### config.mk
export PLATFORM = sky130hd
export DESIGN_NAME = register_alias_table
export DESIGN_NICKNAME = d
export VERILOG_FILES = /design/src/rtl/register_alias_table.sv
export SDC_FILE = /design/constraint.sdc
export NUM_CORES = 2
export LEC_CHECK = 0
export ABC_AREA = 1
export CAP_MARGIN = 0
export CORE_ASPECT_RATIO = 0.8
export CORE_MARGIN = 5
export CORE_UTILIZATION = 40
export DETAILED_ROUTE_END_ITERATION = 8
export PLACE_DENSITY = 0.67
export SYNTH_ARGS = -nofsm -noshare
export SYNTH_HDL_FRONTEND = slang
export SYNTH_SLANG_ARGS = --single-unit
export TNS_END_PERCENT = 30
### constraint.sdc
create_clock -name clk -period 5.5 [get_ports clk]
set_input_delay 1.1 -clock clk [delete_from_list [all_inputs] [get_ports clk]]
set_output_delay 1.1 -clock clk [all_outputs]
set_load 0.05 [all_outputs]
### src/rtl/register_alias_table.sv
// Register alias table plus free list for a two-lane rename stage.
// Translates sources, allocates new physical destinations, recycles tags released by the ROB.
module register_alias_table (
  input  logic       clk,
  input  logic       res_n,
  input  logic       valid_int_id2rat,
  input  logic       valid_ls_id2rat,
  input  logic       store,
  input  logic [4:0] rs1_int_id2rat,
  input  logic [4:0] rs2_int_id2rat,
  input  logic [4:0] rd_int_id2rat,
  input  logic [4:0] rs1_ls_id2rat,
  input  logic [4:0] rs2_ls_id2rat,
  input  logic [4:0] rd_ls_id2rat,
  input  logic [5:0] freeMeUp_0_rob2rat,
  input  logic [5:0] freeMeUp_1_rob2rat,
  output logic [5:0] rs1_int_rat2rf,
  output logic [5:0] rs2_int_rat2rf,
  output logic [5:0] rs1_ls_rat2rf,
  output logic [5:0] rs2_ls_rat2rf,
  output logic [5:0] rd_rat2rsint,
  output logic [5:0] rd_rat2rsls,
  output logic [5:0] freeMeUp_int_rat2rob,
  output logic [5:0] freeMeUp_ls_rat2rob
);

  logic [5:0] map_q [32];
  logic [5:0] map_d [32];
  logic [5:0] fl_q  [32];
  logic [5:0] fl_d  [32];
  logic [4:0] head_q, head_d, tail_q, tail_d;
  logic [5:0] count_q, count_d;

  logic [5:0] rs1_int_q, rs1_int_d, rs2_int_q, rs2_int_d;
  logic [5:0] rs1_ls_q, rs1_ls_d, rs2_ls_q, rs2_ls_d;
  logic [5:0] rd_int_q, rd_int_d, rd_ls_q, rd_ls_d;
  logic [5:0] fm_int_q, fm_int_d, fm_ls_q, fm_ls_d;

  logic       int_req, ls_req, int_alloc, ls_alloc;
  logic [4:0] head_p1;
  logic [5:0] int_tag, ls_tag;
  logic [5:0] occ;
  logic [4:0] tail_w;

  // NOTE: every comb output gets a default first, so no path leaves a latch behind.
  always_comb begin
    rs1_int_d = '0;
    rs2_int_d = '0;
    rs1_ls_d  = '0;
    rs2_ls_d  = '0;
    rd_int_d  = '0;
    rd_ls_d   = '0;
    fm_int_d  = '0;
    fm_ls_d   = '0;
    map_d     = map_q;
    fl_d      = fl_q;

    int_req   = valid_int_id2rat && (rd_int_id2rat != 5'd0);
    ls_req    = valid_ls_id2rat && !store && (rd_ls_id2rat != 5'd0);
    int_alloc = int_req && (count_q != 6'd0);
    ls_alloc  = ls_req && (count_q > (int_alloc ? 6'd1 : 6'd0));
    head_p1   = head_q + 5'd1;
    int_tag   = fl_q[head_q];
    ls_tag    = int_alloc ? fl_q[head_p1] : fl_q[head_q];

    if (valid_int_id2rat) begin
      rs1_int_d = map_q[rs1_int_id2rat];
      rs2_int_d = map_q[rs2_int_id2rat];
      if (int_alloc) begin
        rd_int_d = int_tag;
        fm_int_d = map_q[rd_int_id2rat];
      end
    end

    // The integer lane is older: ls sources and previous mapping see its new tag.
    if (valid_ls_id2rat) begin
      rs1_ls_d = (int_alloc && rs1_ls_id2rat == rd_int_id2rat) ? int_tag : map_q[rs1_ls_id2rat];
      rs2_ls_d = (int_alloc && rs2_ls_id2rat == rd_int_id2rat) ? int_tag : map_q[rs2_ls_id2rat];
      if (ls_alloc) begin
        rd_ls_d = ls_tag;
        fm_ls_d = (int_alloc && rd_ls_id2rat == rd_int_id2rat) ? int_tag : map_q[rd_ls_id2rat];
      end
    end

    if (int_alloc) map_d[rd_int_id2rat] = int_tag;
    if (ls_alloc)  map_d[rd_ls_id2rat]  = ls_tag;

    // Pops free their slots before returns land; a return into a full ring is dropped.
    occ    = count_q - {5'd0, int_alloc} - {5'd0, ls_alloc};
    tail_w = tail_q;
    if (freeMeUp_0_rob2rat != 6'd0 && occ < 6'd32) begin
      fl_d[tail_w] = freeMeUp_0_rob2rat;
      tail_w       = tail_w + 5'd1;
      occ          = occ + 6'd1;
    end
    if (freeMeUp_1_rob2rat != 6'd0 && occ < 6'd32) begin
      fl_d[tail_w] = freeMeUp_1_rob2rat;
      tail_w       = tail_w + 5'd1;
      occ          = occ + 6'd1;
    end

    head_d  = head_q + {4'd0, int_alloc} + {4'd0, ls_alloc};
    tail_d  = tail_w;
    count_d = occ;
  end

  // NOTE: the table and free list are reset explicitly; their reset contents are architectural state.
  always_ff @(posedge clk) begin
    if (res_n) begin
      for (int i = 0; i < 32; i++) begin
        map_q[i] <= 6'(i);
        fl_q[i]  <= 6'(i + 32);
      end
      head_q    <= '0;
      tail_q    <= '0;
      count_q   <= 6'd32;
      rs1_int_q <= '0;
      rs2_int_q <= '0;
      rs1_ls_q  <= '0;
      rs2_ls_q  <= '0;
      rd_int_q  <= '0;
      rd_ls_q   <= '0;
      fm_int_q  <= '0;
      fm_ls_q   <= '0;
    end else begin
      // NOTE: sequential state uses non-blocking assignments so every flop samples pre-edge values.
      map_q     <= map_d;
      fl_q      <= fl_d;
      head_q    <= head_d;
      tail_q    <= tail_d;
      count_q   <= count_d;
      rs1_int_q <= rs1_int_d;
      rs2_int_q <= rs2_int_d;
      rs1_ls_q  <= rs1_ls_d;
      rs2_ls_q  <= rs2_ls_d;
      rd_int_q  <= rd_int_d;
      rd_ls_q   <= rd_ls_d;
      fm_int_q  <= fm_int_d;
      fm_ls_q   <= fm_ls_d;
    end
  end

  assign rs1_int_rat2rf       = rs1_int_q;
  assign rs2_int_rat2rf       = rs2_int_q;
  assign rs1_ls_rat2rf        = rs1_ls_q;
  assign rs2_ls_rat2rf        = rs2_ls_q;
  assign rd_rat2rsint         = rd_int_q;
  assign rd_rat2rsls          = rd_ls_q;
  assign freeMeUp_int_rat2rob = fm_int_q;
  assign freeMeUp_ls_rat2rob  = fm_ls_q;

endmodule

# [After elaboration in Yosys (flattened, before gate mapping)]
# Index checks and enable logic that the tools add are counted.
[word_totals] ff_bits=448 latchBits=0 ramBits=0 rom_bits=0 in_bits=47 out_inout_bits=48 elab_cells=191 mem_count=0
[op_classes] n_addsub=9 n_mul=0 div_mod_pow=0 order_cmp=17 eq_ne=3 shifts=0 mux=49 n_bitwise=14 n_reduce_logical=24
[op_table] operator="$bwmux W192" count=4
[op_table] operator="$mux W192" count=4
[op_table] operator="$bmux W6 S5" count=8
[op_table] operator="$mux W6" count=26
[op_table] operator="$demux W6 S5" count=4
[op_table] operator="$ge A6 B6 Y1 const B" count=10
[op_table] operator="$not A5 Y6" count=10
[op_table] operator="$lt A6 B1 Y1 const B" count=4
[op_table] operator="$reduce_bool A6 Y1" count=3
[op_table] operator="$add A5 B1 Y5 const B" count=3
[op_table] operator="$eq A5 B5 Y1" count=3
[op_table] operator="$logic_and A1 B1 Y1" count=14
[op_table] operator="$add A6 B1 Y6 const B" count=2
[op_table] operator="$lt A6 B6 Y1 const B" count=2
[op_table] operator="$sub A6 B1 Y6" count=2
[op_table] operator="$add A5 B1 Y5" count=2
[op_table] operator="$mux W5" count=2
[op_table] operator="$reduce_bool A5 Y1" count=2
[op_table] operator="$gt A6 B1 Y1" count=1
[op_table] operator="$reduce_or A3 Y1" count=2
[op_table] operator="$not A1 Y1" count=4
[op_table] operator="$reduce_or A2 Y1" count=2
[op_table] operator="$logic_not A1 Y1" count=1
[op_table] operator="$mux W1" count=1

# [Depth between registers and ports, before layout]
[logic_depth] depth_word=17 mapped_depth=27

# [Worst setup path before layout]
# Ideal clock, no wire load.
[synth_timing] kind="input to register" from="input port rd_int_id2rat[2]" to="register fl_q[117] (netlist name)" arrival_ps=4976 setup_slack_ps=394 path_stages=25 path_buffers=5 path_cell_list="buf_4 > nor3_4 > nand2_1 > nand3_2 > inv_1 > buf_2 > ha_1 > o2111ai_1 > nand2_2 > buf_6 > inv_1 > fa_1 > nand4_2 > nand3_1 > buf_4 > buf_6 > o21ai_0 > inv_1 > ha_1 > nand4_4 > inv_2 > nand2_2 > inv_2 > nand2_1 > nand3_1"
[synth_between] elab_chain_cells=17 elab_cells_between_ends=24
[synth_rtl] item="from (decl)" line_no="11" text="input logic [4:0] rd_int_id2rat,"
[synth_rtl] item="$reduce_bool A5 Y1 *" line_no="58" text="int_req = valid_int_id2rat && (rd_int_id2rat != 5'd0);"
[synth_rtl] item="$logic_and A1 B1 Y1 *" line_no="58"
[synth_rtl] item="$logic_and A1 B1 Y1 *" line_no="60" text="int_alloc = int_req && (count_q != 6'd0);"
[synth_rtl] item="$mux W1" line_no="61" text="ls_alloc = ls_req && (count_q > (int_alloc ? 6'd1 : 6'd0));"
[synth_rtl] item="$gt A6 B1 Y1" line_no="61"
[synth_rtl] item="$logic_and A1 B1 Y1" line_no="61"
[synth_rtl] item="$sub A6 B1 Y6 *" line_no="89" text="occ = count_q - {5'd0, int_alloc} - {5'd0, ls_alloc};"
[synth_rtl] item="$lt A6 B6 Y1" line_no="91" text="if (freeMeUp_0_rob2rat != 6'd0 && occ < 6'd32) begin"
[synth_rtl] item="$logic_and A1 B1 Y1" line_no="91"
[synth_rtl] item="$mux W5" line_no="91"
[synth_rtl] item="$not A5 Y6 (not written as such)" line_no="97" text="fl_d[tail_w] = freeMeUp_1_rob2rat;"
[synth_rtl] item="$ge A6 B6 Y1 (not written as such) or $lt A6 B1 Y1 (tied branches)" line_no="97"
[synth_rtl] item="$logic_and A1 B1 Y1 (not written as such)" line_no="97"
[synth_rtl] item="$mux W6 (not written as such)" line_no="97"
[synth_rtl] item="$demux W6 S5" line_no="97"
[synth_rtl] item="$bwmux W192" line_no="97"
[synth_rtl] item="$mux W192 *" line_no="96" text="if (freeMeUp_1_rob2rat != 6'd0 && occ < 6'd32) begin"
[synth_rtl] item="to (signal, indexed assignment)" line_no="112" text="fl_q[i] <= 6'(i + 32);"
[synth_rtl] item="to (signal assigned)" line_no="128" text="fl_q <= fl_d;"
[synth_rtl] item="to (decl)" line_no="29" text="logic [5:0] fl_q [32];"
# Mark *: on every way between the ends. The rest lies on a longest branch, timed or not.
# A chain may end at the register's enable or synchronous reset.

# [Worst setup path in the final report]
[layout_timing] from="input port rd_int_id2rat[2]" to="register fl_q[16] (netlist name)"
# Same word-level chain as after synthesis.

==> summary.txt <==
die area = 0.0967 sq mm
Place WS = 0.0841 ns
H-tree depth = 2
Post-synth EDFFs = 0
cell count after placement = 7287
unrepaired setup endpoints after global routing = false
Area growth, synth to finish = 10.5%
Worst Reg-to-Reg Cells = 19
Post-CTS Setup Bufs = 0
synth warn = 0
routability cong. = 1.09
Initial DRC Count = 8360
Post-Syn Nets = 6333
Finished Layout Cells = 7391
Top FF cell, synth = dfxtp_1
max-cap violations = 0
Worst-Skew Late Latency = 0.66 ns
Worst Hold Depth = 2
worst endpoint data arrival time = 5.50 ns
syn_area_per_cell = 5.77 sq um
first drt pass iteration count = 9
Clock Path Buffers = 3
vias = 46.8k
worst min-delay path category = flip-flop to flip-flop
net switching power = 6.93 mW
Final Skew = 0.0393 ns
cts repair resizes = 0
num ports = 95
Routed Antenna Nets = 0
Reg area = 0.00897 sq mm
grt total ovfl = 0
synthesized flop and latch total = 448
crit path max fanout = 8
I/O Buffers = 94
Slew @ Worst Pin = 1.36 ns
hold_buf cts = 0
worst r2r src = count_q[4]$_SDFF_PP0_
Total Routing Usage GR = 42.0%
worst reg2reg endpoint = fl_q[16]$_SDFF_PP1_
CTS tree = yes
WS Path Type = input port to flip-flop
critical path required time = 6.05 ns
critical path launch point type = input port
TritonCTS Buffers = 53
status = finished clean
Sink Count = 448
largest net degree at the start of global routing = 174
Rows = 98
power consumption = 14.0 mW
TNS Setup = 0 ns
antenna violations before repair = 16
crit end category = flip-flop
reg2reg setup slack = 1.25 ns
share of layout cells above drive strength 1 = 7.39%
worst hold path endpoint = map_q[189]$_SDFF_PP0_
DR DRC count = 0
die height = 279 microns
synth unique cells = 49
Max-slew headroom = 9.17%
die width = 346 microns
crit path time final = 4.94 ns
Final WS setup = 0.559 ns
HPWL after DPL = 147 mm
CTS clk-pin slew, worst paths = 0.06 ns
Fin. Hold Viols = 0
first-pass GRT wire length = 301 mm
routed vias/inst = 6.33
Fillers = 9591
Pint = 7.10 mW
fmax = 0.202 GHz
Async S/R FF share, synth = 0%
Pwr Density = 351 mW/mm^2
Initial Util = 40.4%
total wire length = 215 mm
clock power share = 27.6%
WL/cell = 29.2 microns
Leakage Power = 17.9 nW
multi-input logic area = 0.0235 sq mm
fin crit share = 89.8%
sequential share of power = 25.9%
Sw Share = 49.4%
post-synthesis sequential area ratio = 24.8%
Comb pwr share = 46.4%
Hold Crit Start = map_q[189]$_SDFF_PP0_
vias in the first global route = 40.4k
synthesized area = 0.0362 sq mm
Setup-failing EPs final = 0
clock root buffer master = clkbuf_16
Slew Limit Fails = 0
Cells after Synth = 6270
Final #Nets = 6205
Core ar. = 0.0896 sq mm
peak supply drop = 0.000259 V
## synth_stat cells (2+ instances only)
library cell | count | area (sq um)
a31oi_1 | 16 | 100
a21oi_1 | 575 | 2880
nor3_1 | 30 | 150
clkbuf_1 | 277 | 1040
inv_2 | 45 | 169
o21ai_0 | 874 | 4370
buf_2 | 98 | 490
nor2_1 | 761 | 2860
nor3_4 | 2 | 32.5
ha_1 | 14 | 175
nand3_1 | 649 | 3250
o211ai_1 | 143 | 1070
buf_1 | 39 | 146
inv_1 | 413 | 1550
buf_4 | 27 | 203
a211oi_1 | 2 | 15.0
nand4_4 | 4 | 85.1
a21o_1 | 10 | 75.1
dfxtp_1 | 448 | 8970
nor2_2 | 19 | 119
buf_6 | 19 | 214
o21ai_1 | 20 | 100
clkinv_1 | 4 | 15.0
nor3b_1 | 3 | 22.5
a22oi_1 | 79 | 593
nand3_2 | 9 | 90.1
o21a_1 | 7 | 52.6
xor2_1 | 12 | 105
o21bai_1 | 69 | 518
nand3_4 | 8 | 140
nand2_2 | 31 | 194
nor3_2 | 3 | 30.0
nor2_4 | 26 | 293
xnor2_1 | 5 | 43.8
nand4_1 | 9 | 56.3
o22ai_1 | 46 | 288
nand2_1 | 1449 | 5440
or2_2 | 2 | 12.5
o221ai_1 | 11 | 96.3
xor2_2 | 2 | 32.5
fa_1 | 2 | 40.0
## state kept, by name, indices dropped and copies added, names as in the netlist
name                  count
fl_q                    192
map_q                   192
count_q                   6
freeMeUp_int_rat2rob      6
freeMeUp_ls_rat2rob       6
rd_rat2rsint              6
rd_rat2rsls               6
rs1_int_rat2rf            6
rs1_ls_rat2rf             6
rs2_int_rat2rf            6
rs2_ls_rat2rf             6
head_q                    5
tail_q                    5
## power groups by stage
stage	logic [mW]	clock network (mW)	registers [mW]
after global placement	6.03	0	3.70
after CTS	6.08	3.88	3.63
final	6.51	3.88	3.64
after floorplan	3.44	0	3.69
after detailed placement	6.06	0	3.70
after global routing	6.63	4.01	3.65
## layer usage
layer | vias up | wire length, microns | global-route usage, %
li1 | 20700 | - | -
met1 | 21500 | 86400 | 58.7
met2 | 3925 | 78300 | 53.7
met3 | 685 | 39400 | 20.5
met4 | 14 | 11000 | 17.5
met5 | - | 408 | 1.36
## cell families after synthesis
logic type,after synthesis,share of synthesized area (%)
buffers and inverters,922,10.6
flip-flops,448,24.8
AND/OR/NAND/NOR,3010,35.4
XOR/XNOR,19,0.501
AO/OA/AOI/OAI,1855,28.2
adder cells (fa/ha/maj),16,0.594
## worst max-delay path by stage
stage	from	to	slack, ns
floorplan	rd_int_id2rat[2]	fl_q[117]$_SDFF_PP1_	0.39
global placement	rd_int_id2rat[2]	fl_q[16]$_SDFF_PP1_	0.08
detailed placement	rd_int_id2rat[2]	fl_q[14]$_SDFF_PP1_	0.08
CTS	rd_int_id2rat[2]	fl_q[16]$_SDFF_PP1_	0.76
global route	rd_int_id2rat[2]	fl_q[15]$_SDFF_PP1_	0.38
finish	rd_int_id2rat[2]	fl_q[16]$_SDFF_PP1_	0.56
## placed cells by master (no fill, tap or decap), types with 7 or more instances in the layout
master,n
clkdlybuf4s50_1,80
o21ai_1,20
inv_2,43
buf_12,17
a31oi_1,16
o21a_1,7
o22ai_1,46
o21bai_1,69
o221ai_1,11
nor2_2,19
nand2_1,1449
xor2_1,12
o211ai_1,143
buf_2,10
clkbuf_16,53
a22oi_1,79
nand3_4,8
clkinv_2,17
a21oi_1,575
clkbuf_8,11
dfxtp_1,446
nand3_1,646
nor2_1,758
diode_2,7
ha_1,13
nand4_1,9
nand2_2,31
nor2_4,29
nand3_2,12
inv_1,408
a21o_1,10
o21ai_0,874
nor3_1,27
buf_4,169
## area by class of cell
class                           count  area share [%]
Timing Repair Buffer              277            6.16
Multi-Input combinational cell   4900            58.7
Clock buffer                       70            3.75
Antenna cell                        7          0.0438
Tap cell                         1200            3.75
Sequential cell                   448            22.4
Clock inverter                     27           0.801
Inverter                          462            4.37
## through the flow
stage	util, %	hold WS [ns]	instance area [sq um]
floorplan	-	0.475	36200
global placement	42.6	0.520	38100
detailed placement	42.6	0.521	38100
CTS	44.6	0.532	40000
global route	44.6	0.567	40000
finish	44.6	0.542	40000
## worst max-delay path, cell delays in order
cell,delay (ns)
clkdlybuf4s50_1,0.47
nor3_4,0.21
nand2_1,0.31
nand3_2,0.23
inv_1,0.07
ha_1,0.27
o2111ai_1,0.13
nand2_2,0.09
inv_1,0.05
fa_1,0.47
nand3_1,0.14
nand2_2,0.07
nand3_1,0.14
xor2_1,0.31
ha_1,0.25
nand4_4,0.31
nor2_1,0.47
buf_4,0.23
nand2_1,0.05
nand3_1,0.10
No activity file was read; power rests on OpenSTA's default activity.
